==> src/rtl/ifu_ic_data_ctl.sv <==
// I-cache data array sequencer: one shared rw port arbitrated between
// fetch reads, multi-beat miss-fill line writes and debug reads/writes.
// Array-side outputs are combinational from state and inputs. Debug
// requests are buffered in a single pending slot until the array is free.
module ifu_ic_data_ctl #(
  parameter int ADDR_W = 12,
  parameter int BEAT_W = 2,
  parameter int DATA_W = 71
) (
  input  logic                       clk_i,
  input  logic                       rst_i,
  // fetch read port
  input  logic                       fetch_req_i,
  input  logic [ADDR_W-1:0]          fetch_addr_i,
  output logic                       fetch_gnt_o,
  // miss-fill line writes
  input  logic                       fill_start_i,
  input  logic [ADDR_W-BEAT_W-1:0]   fill_line_addr_i,
  input  logic [1:0]                 fill_way_i,
  input  logic                       fill_beat_valid_i,
  output logic                       fill_beat_ready_o,
  input  logic [DATA_W-1:0]          fill_data_0_i,
  input  logic [DATA_W-1:0]          fill_data_1_i,
  output logic                       fill_done_o,
  // debug access
  input  logic                       dbg_rd_en_i,
  input  logic                       dbg_wr_en_i,
  input  logic [ADDR_W-1:0]          dbg_addr_i,
  input  logic [1:0]                 dbg_way_i,
  input  logic [DATA_W-1:0]          dbg_wr_data_i,
  output logic                       dbg_busy_o,
  output logic                       dbg_rd_valid_o,
  output logic [DATA_W-1:0]          dbg_rd_data_o,
  // data array port
  output logic [ADDR_W-1:0]          ic_rw_addr_o,
  output logic                       ic_rd_en_o,
  output logic [1:0]                 ic_wr_en_o,
  output logic [DATA_W-1:0]          ic_wr_data_0_o,
  output logic [DATA_W-1:0]          ic_wr_data_1_o,
  output logic                       ic_debug_rd_en_o,
  output logic                       ic_debug_wr_en_o,
  output logic [1:0]                 ic_debug_way_o,
  input  logic [DATA_W-1:0]          ic_debug_rd_data_i
);

  localparam int LINE_W = ADDR_W - BEAT_W;
  localparam logic [BEAT_W-1:0] LAST_BEAT = {BEAT_W{1'b1}};

  typedef enum logic [2:0] {
    IDLE,
    FILL,
    DBG_WR,
    DBG_RD,
    DBG_CAP
  } state_e;

  state_e              state_q, state_d;

  // fill context
  logic [LINE_W-1:0]   fill_line_q, fill_line_d;
  logic [1:0]          fill_way_q, fill_way_d;
  logic [BEAT_W-1:0]   beat_cnt_q, beat_cnt_d;

  // single pending debug request slot
  logic                pend_vld_q, pend_vld_d;
  logic                pend_wr_q, pend_wr_d;
  logic [ADDR_W-1:0]   pend_addr_q, pend_addr_d;
  logic [1:0]          pend_way_q, pend_way_d;
  logic [DATA_W-1:0]   pend_data_q, pend_data_d;

  // debug read return
  logic                dbg_rd_valid_q, dbg_rd_valid_d;
  logic [DATA_W-1:0]   dbg_rd_data_q, dbg_rd_data_d;

  logic                in_dbg_state;
  logic                dbg_accept;
  logic                pend_clr;

  assign in_dbg_state = (state_q == DBG_WR) || (state_q == DBG_RD) || (state_q == DBG_CAP);
  assign dbg_busy_o   = pend_vld_q || in_dbg_state;

  // A new pulse is only taken when nothing is queued or in flight; a
  // simultaneous read+write is treated as a write.
  assign dbg_accept = !dbg_busy_o && (dbg_rd_en_i || dbg_wr_en_i);
  assign pend_clr   = (state_q == DBG_WR) || (state_q == DBG_RD);

  assign dbg_rd_valid_o = dbg_rd_valid_q;
  assign dbg_rd_data_o  = dbg_rd_data_q;

  // Pending debug slot: load on accepted pulse, drop once issued to the array
  always_comb begin
    pend_vld_d  = pend_vld_q;
    pend_wr_d   = pend_wr_q;
    pend_addr_d = pend_addr_q;
    pend_way_d  = pend_way_q;
    pend_data_d = pend_data_q;
    if (dbg_accept) begin
      pend_vld_d  = 1'b1;
      pend_wr_d   = dbg_wr_en_i;
      pend_addr_d = dbg_addr_i;
      pend_way_d  = dbg_way_i;
      pend_data_d = dbg_wr_data_i;
    end else if (pend_clr) begin
      pend_vld_d  = 1'b0;
    end
  end

  // Debug read return: array data is valid during DBG_CAP, presented next cycle
  always_comb begin
    dbg_rd_valid_d = (state_q == DBG_CAP);
    dbg_rd_data_d  = (state_q == DBG_CAP) ? ic_debug_rd_data_i : dbg_rd_data_q;
  end

  // Next-state and array-port drive
  always_comb begin
    state_d           = state_q;
    fill_line_d       = fill_line_q;
    fill_way_d        = fill_way_q;
    beat_cnt_d        = beat_cnt_q;
    fetch_gnt_o       = 1'b0;
    fill_beat_ready_o = 1'b0;
    fill_done_o       = 1'b0;
    ic_rw_addr_o      = '0;
    ic_rd_en_o        = 1'b0;
    ic_wr_en_o        = '0;
    ic_wr_data_0_o    = '0;
    ic_wr_data_1_o    = '0;
    ic_debug_rd_en_o  = 1'b0;
    ic_debug_wr_en_o  = 1'b0;
    ic_debug_way_o    = '0;

    case (state_q)
      IDLE: begin
        // fill beats a queued debug op, which beats a fetch
        if (fill_start_i) begin
          state_d     = FILL;
          fill_line_d = fill_line_addr_i;
          fill_way_d  = fill_way_i;
          beat_cnt_d  = '0;
        end else if (pend_vld_q) begin
          state_d = pend_wr_q ? DBG_WR : DBG_RD;
        end else if (fetch_req_i) begin
          fetch_gnt_o  = 1'b1;
          ic_rd_en_o   = 1'b1;
          ic_rw_addr_o = fetch_addr_i;
        end
      end

      FILL: begin
        fill_beat_ready_o = 1'b1;
        if (fill_beat_valid_i) begin
          ic_wr_en_o     = fill_way_q;
          ic_rw_addr_o   = {fill_line_q, beat_cnt_q};
          ic_wr_data_0_o = fill_data_0_i;
          ic_wr_data_1_o = fill_data_1_i;
          beat_cnt_d     = beat_cnt_q + BEAT_W'(1);
          if (beat_cnt_q == LAST_BEAT) begin
            fill_done_o = 1'b1;
            state_d     = IDLE;
          end
        end else if (fetch_req_i) begin
          // idle beat slot lets a fetch through without stalling the fill
          fetch_gnt_o  = 1'b1;
          ic_rd_en_o   = 1'b1;
          ic_rw_addr_o = fetch_addr_i;
        end
      end

      DBG_WR: begin
        ic_wr_en_o       = pend_way_q;
        ic_debug_wr_en_o = 1'b1;
        ic_debug_way_o   = pend_way_q;
        ic_rw_addr_o     = pend_addr_q;
        ic_wr_data_0_o   = pend_data_q;
        state_d          = IDLE;
      end

      DBG_RD: begin
        ic_rd_en_o       = 1'b1;
        ic_debug_rd_en_o = 1'b1;
        ic_debug_way_o   = pend_way_q;
        ic_rw_addr_o     = pend_addr_q;
        state_d          = DBG_CAP;
      end

      DBG_CAP: begin
        // array port left idle while the read data comes back
        state_d = IDLE;
      end

      default: begin
        state_d = IDLE;
      end
    endcase

    // outputs forced quiet while reset is held
    if (rst_i) begin
      fetch_gnt_o       = 1'b0;
      fill_beat_ready_o = 1'b0;
      fill_done_o       = 1'b0;
      ic_rw_addr_o      = '0;
      ic_rd_en_o        = 1'b0;
      ic_wr_en_o        = '0;
      ic_wr_data_0_o    = '0;
      ic_wr_data_1_o    = '0;
      ic_debug_rd_en_o  = 1'b0;
      ic_debug_wr_en_o  = 1'b0;
      ic_debug_way_o    = '0;
    end
  end

  // State and fill-context registers
  always_ff @(posedge clk_i or posedge rst_i) begin
    if (rst_i) begin
      state_q     <= IDLE;
      fill_line_q <= '0;
      fill_way_q  <= '0;
      beat_cnt_q  <= '0;
    end else begin
      state_q     <= state_d;
      fill_line_q <= fill_line_d;
      fill_way_q  <= fill_way_d;
      beat_cnt_q  <= beat_cnt_d;
    end
  end

  // Pending debug request registers
  always_ff @(posedge clk_i or posedge rst_i) begin
    if (rst_i) begin
      pend_vld_q  <= 1'b0;
      pend_wr_q   <= 1'b0;
      pend_addr_q <= '0;
      pend_way_q  <= '0;
      pend_data_q <= '0;
    end else begin
      pend_vld_q  <= pend_vld_d;
      pend_wr_q   <= pend_wr_d;
      pend_addr_q <= pend_addr_d;
      pend_way_q  <= pend_way_d;
      pend_data_q <= pend_data_d;
    end
  end

  // Debug read return registers
  always_ff @(posedge clk_i or posedge rst_i) begin
    if (rst_i) begin
      dbg_rd_valid_q <= 1'b0;
      dbg_rd_data_q  <= '0;
    end else begin
      dbg_rd_valid_q <= dbg_rd_valid_d;
      dbg_rd_data_q  <= dbg_rd_data_d;
    end
  end

endmodule

==> config.mk <==
export PLATFORM = sky130hd
export DESIGN_NAME = ifu_ic_data_ctl
export DESIGN_NICKNAME = d
export VERILOG_FILES = /design/src/rtl/ifu_ic_data_ctl.sv
export SDC_FILE = /design/constraint.sdc
export NUM_CORES = 1
export LEC_CHECK = 0
export ABC_AREA = 1
export CAP_MARGIN = 40
export CORE_AREA = 2 2 222 224
export CTS_BUF_LIST = sky130_fd_sc_hd__clkbuf_2 sky130_fd_sc_hd__clkbuf_4 sky130_fd_sc_hd__clkbuf_8
export DETAILED_ROUTE_END_ITERATION = 6
export DIE_AREA = 0 0 224 226
export HOLD_SLACK_MARGIN = 0.06
export PLACE_DENSITY = 0.5
export SETUP_SLACK_MARGIN = 0.4
export SLEW_MARGIN = 20
export SYNTH_ARGS = -nofsm -noshare
export SYNTH_HDL_FRONTEND = slang
export SYNTH_SLANG_ARGS = --single-unit
==> constraint.sdc <==
create_clock -name clk_i -period 6.1 [get_ports clk_i]
set_input_delay 0.61 -clock clk_i [delete_from_list [all_inputs] [get_ports clk_i]]
set_output_delay 0.61 -clock clk_i [all_outputs]
set_load 0.05 [all_outputs]
==> results.toml <==
[synthesis]
synthCells = 1287
ys_ff_latch = 176
synth.net_count = 1617
synth.distinct_cells = 20
avgSynthCellArea_um2 = 6.98
mappedNetlistArea_um2 = 8990
seq_area_frac_synth = 0.490
yosys_warnings = 0

[timing]
fmax_mhz = 225
max-slew-margin-rel = 0.474
setup_tns_ns = 0
worst_clock_skew_ns = 0.0157
rsz0062_at_grt = "false"
maxSlewViolCount = 0
tightest_slew_ns = 0.788
fin_crit_sh = 0.729
final-setup-viol-count = 0
setup_ws_ns = 1.66
min_period_ns = 4.44
hold_viol = 0

[clocking]
cts_root_buf = "clkbuf_8"
cts_made_buffers = 17
tritoncts = "built"
cts_resized = 0
post_cts_buffers = 0
clock_latency_ns = 0.56
clk_pin_slew_ns = 0.09
clk_path_buf_depth = 2
holdBufCountCts = 0
cts.sinks = 176
cts_max_level = 4

[drt]
drt_iter0_drc = 497
drtPass1Iterations = 5
drc_errors = 0
num_vias = 9812
ant_nets = 0
wl_um = 40300
detail_route.wl_per_cell_um = 16.5
viasPerCell = 4.01

[floorplan]
die_y_um = 226
die_x_um = 224
num_io_pins = 566
dieArea_um2 = 50600
core_area_um2 = 48300
start_util = 0.186
num_rows = 81

[finish]
stdcell_area_um2 = 15700
final_nets = 2144
regArea_um2 = 4400
drive_above_1_share = 0.0323
diodes = 0
multiInputGateArea_um2 = 3490
fill_cells = 5243
syn_to_final_growth_pct = 74.8

[outcome]
status = "completed"

[hold_path]
hold_class = "reg -> reg"

[placed_design]
dp_hpwl_um = 31200
place_area_um2 = 15200
gp_congestion = 0.825
dp_slack_ns = 1.58
io_buffers = 565

[grt]
overflow = 0
grt_antenna_before_repair = 2
grt.met2_usage = 0.282
grtUsageTotal = 0.157
use_met3 = 0.0563
grt_pass1_wl_um = 59100
use_met1 = 0.166
grt_max_degree = 79
grt_pass1_vias = 9747
busiest_layer = "met2"

[worst_setup_path]
required_ns = 5.49
cp.arrival_ns = 3.83
startpoint_type = "primary input"
worstSetupEndpointType = "primary output"
crit_type = "in -> out"
critPathMaxFanout = 31

[power]
ir_worst_vdd_v = 0.000313
p_comb_frac = 0.549
powerDensity_nw_per_um2 = 421
p_int_w = 0.00338
power.switching_w = 0.00322
power.leakage_nw = 7.61
clkPwrFrac = 0.139
switching_share = 0.488
sequentialPowerShare = 0.312

[run]
maxCapViolCount = 0
==> layer usage <==
metal	routed length, um	share of wire
met5	13	0.00032
met4	936	0.023
met1	15000	0.37
met2	21000	0.52
met3	3340	0.083
==> registers in the layout (all words and copies together), names as in the netlist <==
name,cells
dbg_rd_data_o,71
beat_cnt_q,2
pend_addr_q,12
fill_way_q,2
pend_wr_q,1
pend_data_q,71
pend_way_q,2
fill_line_q,10
state_q,3
pend_vld_q,1
dbg_rd_valid_o,1
==> through the flow <==
| stage | util | total power, W | cells | hold WS, ns |
|---|---|---|---|---|
| after floorplan | - | 0.00437 | 1287 | 0.442 |
| after global placement | 0.312 | 0.00570 | 2410 | 0.461 |
| after detailed placement | 0.314 | 0.00572 | 2414 | 0.464 |
| after CTS | 0.323 | 0.00670 | 2445 | 0.420 |
| after global routing | 0.325 | 0.00705 | 2448 | 0.510 |
| final | 0.325 | 0.00661 | 2448 | 0.487 |
==> worst max-delay path: stages <==
cell and delay [ns]:
clkdlybuf4s50_1 0.76, clkinvlp_4 0.22, nand2_1 0.08, nor2_1 0.20, nand2_1 0.14, inv_2 0.36
buf_4 0.44, nand2_1 0.11, nand2_1 0.08, clkdlybuf4s50_1 0.80
==> cells in the mapped netlist, drive strengths merged <==
cell type	count	area, um2
buf	52	327
clkbuf	21	80.1
dfrtp	176	4400
ha	1	12.5
inv	187	702
nand2	535	2010
nand3	77	398
nand4	3	18.8
nor2	120	458
o211ai	1	7.51
o21ai	113	566
or2	1	6.26
==> placed cells by master (no fill, tap or decap), types with 6 or more instances in the layout <==
cell	netlist	final
buf_16	0	6
buf_4	8	10
clkbuf_8	0	19
clkdlybuf4s50_1	0	564
dfrtp_1	176	176
inv_1	184	183
nand2_1	535	534
nand3_1	76	75
nor2_1	117	117
o21ai_0	77	77
o21ai_1	36	36
==> kinds of logic (layout without fill, tap and decap cells) <==
family / count (synthesis) / count (layout) / share of synthesized area
simple gates: 736 / 736 / 0.321
flops: 176 / 176 / 0.490
buf+inv: 260 / 799 / 0.123
compound gates: 114 / 114 / 0.0638
fa+ha+maj: 1 / 1 / 0.00139
==> final cells by class <==
| cell class | instances | area share |
|---|---|---|
| clock inverter | 11 | 0.00980 |
| tap | 622 | 0.0495 |
| multi-input combinational | 851 | 0.222 |
| inverter | 187 | 0.0449 |
| timing repair buffer | 581 | 0.376 |
| clock buffer | 20 | 0.0171 |
| sequential | 176 | 0.280 |
==> final timing paths <==
| kind | cells after the start | end | slack (ns) | start |
|---|---|---|---|---|
| max | 10 | ic_wr_data_0_o[45] | 1.66 | rst_i |
| min | 2 | dbg_rd_data_o[40] | 0.49 | dbg_rd_data_o[40] |
| max reg2reg | 6 | pend_data_q[10] | 3.44 | state_q[2] |
| min reg2reg | 2 | dbg_rd_data_o[40] | 0.49 | dbg_rd_data_o[40] |
| max in group asynchronous | 6 | dbg_rd_data_o[38] | 3.97 | rst_i |
| min in group asynchronous | 3 | state_q[0] | 0.93 | rst_i |
==> power groups by stage <==
stage               clock network (W)  registers [W]  logic, W
floorplan                           0        0.00282   0.00155
detailed placement                  0        0.00207   0.00365
CTS                          0.000970        0.00207   0.00366
global placement                    0        0.00208   0.00361
finish                       0.000915        0.00206   0.00363
global route                  0.00101        0.00213   0.00392
Note: power is estimated with default switching activity, not from simulation.
